### src/rtl/alu_cmd_sequencer.sv
// alu_cmd_sequencer: issues one command at a time to a combinational ALU and holds
// its operands for SETTLE cycles. It then returns the captured result and flags.
module alu_cmd_sequencer #(
    parameter int WIDTH  = 32,
    parameter int SETTLE = 1,
    parameter int CNT_W  = 16
) (
    input  logic             clk,
    input  logic             rst_n,
    input  logic             cmd_valid,
    output logic             cmd_ready,
    input  logic [WIDTH-1:0] cmd_a,
    input  logic [WIDTH-1:0] cmd_b,
    input  logic [2:0]       cmd_op,
    output logic [WIDTH-1:0] alu_a,
    output logic [WIDTH-1:0] alu_b,
    output logic [2:0]       alu_control,
    input  logic [WIDTH-1:0] alu_result,
    input  logic             alu_carry,
    input  logic             alu_zero,
    input  logic             alu_negative,
    input  logic             alu_overflow,
    output logic             rsp_valid,
    input  logic             rsp_ready,
    output logic [WIDTH-1:0] rsp_result,
    output logic [3:0]       rsp_flags,
    output logic [3:0]       sticky_flags,
    input  logic             sticky_clr,
    output logic [CNT_W-1:0] op_count
);

    typedef enum logic [1:0] {IDLE, WAIT, RESP} state_t;

    localparam logic [3:0]       SettleLoad = 4'(SETTLE - 1);
    localparam logic [CNT_W-1:0] CntOne     = {{(CNT_W-1){1'b0}}, 1'b1};

    state_t           state_q;
    logic [3:0]       settle_cnt_q;
    logic [WIDTH-1:0] alu_a_q;
    logic [WIDTH-1:0] alu_b_q;
    logic [2:0]       alu_control_q;
    logic [WIDTH-1:0] rsp_result_q;
    logic [3:0]       rsp_flags_q;
    logic [3:0]       sticky_q;
    logic [CNT_W-1:0] op_count_q;

    logic [3:0] flags_d;
    logic       capture_d;

    assign flags_d   = {alu_negative, alu_zero, alu_carry, alu_overflow};
    assign capture_d = (state_q == WAIT) && (settle_cnt_q == 4'd0);

    always_ff @(posedge clk or negedge rst_n) begin
        if (!rst_n) begin
            state_q       <= IDLE;
            settle_cnt_q  <= '0;
            alu_a_q       <= '0;
            alu_b_q       <= '0;
            alu_control_q <= '0;
            rsp_result_q  <= '0;
            rsp_flags_q   <= '0;
            sticky_q      <= '0;
            op_count_q    <= '0;
        end else begin
            case (state_q)
                IDLE: begin
                    if (cmd_valid) begin
                        alu_a_q       <= cmd_a;
                        alu_b_q       <= cmd_b;
                        alu_control_q <= cmd_op;
                        settle_cnt_q  <= SettleLoad;
                        state_q       <= WAIT;
                    end
                end
                WAIT: begin
                    if (settle_cnt_q != 4'd0) begin
                        settle_cnt_q <= settle_cnt_q - 4'd1;
                    end else begin
                        rsp_result_q <= alu_result;
                        rsp_flags_q  <= flags_d;
                        state_q      <= RESP;
                    end
                end
                RESP: begin
                    if (rsp_ready) begin
                        op_count_q <= op_count_q + CntOne;
                        state_q    <= IDLE;
                    end
                end
                default: state_q <= IDLE;
            endcase

            // A capture on the same edge as a clear keeps the freshly captured flags.
            if (capture_d) begin
                sticky_q <= sticky_clr ? flags_d : (sticky_q | flags_d);
            end else if (sticky_clr) begin
                sticky_q <= '0;
            end
        end
    end

    assign cmd_ready    = (state_q == IDLE);
    assign rsp_valid    = (state_q == RESP);
    assign alu_a        = alu_a_q;
    assign alu_b        = alu_b_q;
    assign alu_control  = alu_control_q;
    assign rsp_result   = rsp_result_q;
    assign rsp_flags    = rsp_flags_q;
    assign sticky_flags = sticky_q;
    assign op_count     = op_count_q;

endmodule
### config.mk
export PLATFORM = sky130hd
export DESIGN_NAME = alu_cmd_sequencer
export DESIGN_NICKNAME = d
export VERILOG_FILES = /design/src/rtl/alu_cmd_sequencer.sv
export SDC_FILE = /design/constraint.sdc
export NUM_CORES = 1
export LEC_CHECK = 0
export CAP_MARGIN = 20
export CORE_MARGIN = 4
export CORE_UTILIZATION = 41
export DETAILED_ROUTE_END_ITERATION = 10
export MAX_ROUTING_LAYER = met4
export PLACE_DENSITY = 0.81
export SKIP_LAST_GASP = 1
export SYNTH_ARGS = -nofsm -noshare
export SYNTH_HDL_FRONTEND = slang
export SYNTH_SLANG_ARGS = --single-unit
### constraint.sdc
create_clock -name clk -period 2.3 [get_ports clk]
set_input_delay 0.46 -clock clk [delete_from_list [all_inputs] [get_ports clk]]
set_output_delay 0.46 -clock clk [all_outputs]
set_load 0.01 [all_outputs]
==> summary.txt <==
Worst setup path
  • Worst-path fanout max: 8
  • Worst EP arrival: 1.70 ns
  • Crit path launch type: flop
  • Kind of critical path: reg -> out
  • WP data required: 1.84 ns
  • Worst setup EP type: output pin

Logic synthesis
  • Most common cell in the netlist: dfrtp_1
  • Mean Syn Cell Area: approximately 13 sq um
  • Top FF cell, synth: dfrtp_1
  • Post-synth cell types: 35
  • Dominant cell type by area after synthesis: dfrtp_1
  • Number of flops mapped to enable cells by yosys: 0
  • Sequential share of the synthesized area: a little under two thirds
  • Mapped cell area: around 5000 sq um
  • Post-synth ARST share: 100%
  • Top cell type's share of synthesized area: between 60% and 70%
  • Gate Count Post-Synth: just under 400
  • Leading post-synthesis cells by cell area: dfrtp_1 (64%), mux2_2 (13%), nand2_1 (8.5%), mux2_4 (2.4%), xnor2_1 (1.6%)
  • Top cells by count, synth: dfrtp_1 (129), nand2_1 (114), mux2_2 (60)
  • Syn. warnings: 0
  • Post-synthesis register bit count: 129
  • Net count after synthesis: ~500

Clocking
  • Post-CTS setup buffers: 0
  • Num CTS Buffers: 17
  • Clock transition at the registers of the reported paths: approximately 0.050 ns
  • CTS tree: built
  • Hold_buf cts: 1
  • Clk_lat worst skew: roughly 0.41 ns
  • H-tree levels: 4
  • Root Driver: clkbuf_16
  • Clock Sinks: around 130
  • Clock tree buffer depth: 2
  • PostCTS Resize Cnt: 0

GRT
  • All-Layer GR Usage: between 20% and 30%
  • Vias in the first global route: around 4200
  • First-pass GRT wire length: between 20000 and 25000 microns
  • Grt ovf: 0
  • Maximum number of pins on one net before global-route repair: 60
  • Initial antenna violation count: 0

Run
  • Number of max-cap violations: 0

Routing
  • Drt initial violations: approximately 140
  • Final ANT Viol Nets: 0
  • Residual DRC: 0
  • WL per Instance: about 17 microns
  • Final wirelength: approximately 13000 microns
  • DR vias: just under 4000
  • Vias per Instance: about 4.8
  • Drt pass-1 iters: 4

STA
  • Setup Skew: 0.00606 ns
  • Max Clk Rate: 462 MHz
  • Final hold violations: 0
  • Setup violators final: 0
  • Tmin final: 2.16 ns
  • Tcrit/Tclk final: a little over nine tenths
  • Setup TNS: 0 ns
  • Unrepaired setup endpoints after global routing: no
  • Worst slew margin: 72.7%
  • Slew of the pin with the lowest slew margin: 0.410 ns
  • Final Slew Violations: 0

Finish
  • Area Growth Syn to Fin: 62.3%
  • Fill cell count: 874
  • Final nets: roughly 760
  • Post-Layout Cell Count: roughly 810
  • Ant. Diodes: 0
  • Share of cells above drive strength 1: 17.0%

Floorplanning
  • Die Y: roughly 120 microns
  • Die span in x: around 120 microns
  • IO Count: ~230
  • Core ar.: approximately 12000 sq um
  • Starting Density: a little over two fifths
  • Site Rows: 40
  • Die ar.: around 14000 sq um

Power
  • Max VDD drop: roughly 790 uV
  • Power per Cell Area: 1380 nW/um^2
  • Power Total: approximately 0.011 W
  • Leakage power: 3.66 nW

Hold path
  • Worst hold-check path type: reg -> reg

Place
  • Detailed Place HPWL: 9980 microns
  • Port buffer count: between 200 and 250
  • Placer Congestion: between 0.8 and 0.9
  • Dpl cells: a little under 800

Status
  • Status: complete, no violations
-- state kept, by name (all words and copies together) (netlist names) --
name / cells
rsp_flags: 4
alu_control: 3
op_count: 16
alu_a: 32
state_q: 2
settle_cnt_q: 4
rsp_result: 32
alu_b: 32
sticky_flags: 4
-- critical path, cell delays in order (launching register included) --
cell	delay [ns]
dfrtp_1	0.46
nand2b_1	0.20
inv_2	0.09
clkdlybuf4s50_1	0.55
-- worst paths after layout --
path / from / to / slack [ns] / depth (start not counted)
max in group asynchronous: rst_n / alu_b[12]$_DFFE_PN0P_ / 1.10 / 3
worst max register to register: settle_cnt_q[0]$_DFFE_PN0P_ / sticky_flags[1]$_DFFE_PN0P_ / 0.55 / 7
worst min-delay path: rsp_flags[0]$_DFFE_PN0P_ / rsp_flags[0]$_DFFE_PN0P_ / 0.47 / 2
worst min register to register: rsp_flags[0]$_DFFE_PN0P_ / rsp_flags[0]$_DFFE_PN0P_ / 0.47 / 2
min in group asynchronous: rst_n / alu_b[9]$_DFFE_PN0P_ / 0.54 / 2
worst max-delay path: state_q[0]$_DFFE_PN0P_ / rsp_valid / 0.14 / 3
-- power by group --
group	total, W	switching, W	internal [W]
logic	0.00481	0.00192	0.00288
clock network	0.00260	0.000892	0.00170
registers	0.00392	0.000614	0.00331
-- metal layers --
| layer | up-vias | global-route usage (%) | wire, microns |
|---|---|---|---|
| li1 | 1814 | - | - |
| met5 | - | - | 0 |
| met2 | 158 | 33.7 | 6720 |
| met1 | 1862 | 22.6 | 5310 |
| met4 | 0 | 7.24 | 297 |
| met3 | 22 | 7.22 | 1030 |
-- per-stage QoR --
stage | util, % | instance area, sq um | setup slack, ns | hold WS, ns
after global routing | 68.2 | 8190 | 0.0490 | 0.489
final | 68.2 | 8190 | 0.136 | 0.470
after global placement | 63.3 | 7600 | 0.366 | 0.409
after CTS | 68.2 | 8190 | 0.116 | 0.472
after floorplan | - | 5040 | 0.718 | 0.164
after detailed placement | 63.3 | 7600 | 0.324 | 0.418
-- final cells by class --
type	instances	area (sq um)	share of cell area, %
sequential	129	3230	39.4
clock buffer	27	503	6.14
tap	147	184	2.25
multi-input combinational	245	1680	20.5
inverter	9	33.8	0.413
timing repair buffer	245	2480	30.3
clock inverter	5	75.1	0.917
-- cells in the final DEF, fill, tap and decap left out, types with 4 or more instances in the layout --
cell type | Yosys | layout
mux2_4 | 8 | 8
nand4_1 | 5 | 5
xnor2_1 | 9 | 9
nor2_1 | 4 | 4
clkbuf_16 | 0 | 17
buf_4 | 4 | 8
o21ai_0 | 5 | 5
inv_1 | 8 | 8
nor3_1 | 4 | 4
buf_12 | 0 | 5
mux2_2 | 60 | 60
clkbuf_8 | 0 | 4
nand2_1 | 114 | 114
clkbuf_1 | 3 | 6
dfrtp_1 | 129 | 129
clkdlybuf4s50_1 | 0 | 231
xor2_1 | 8 | 8
-- cells by family (layout without fill, tap and decap cells) --
family	count (synthesis)	count (layout)	synth area share [%]
compound gates	11	11	1.39
xor+xnor	17	17	2.95
fa+ha+maj	3	3	0.744
buf+inv	24	286	2.65
flops	129	129	64.0
mux	68	68	15.8
simple gates	146	146	12.5
Power figures use the tool's default switching activity.
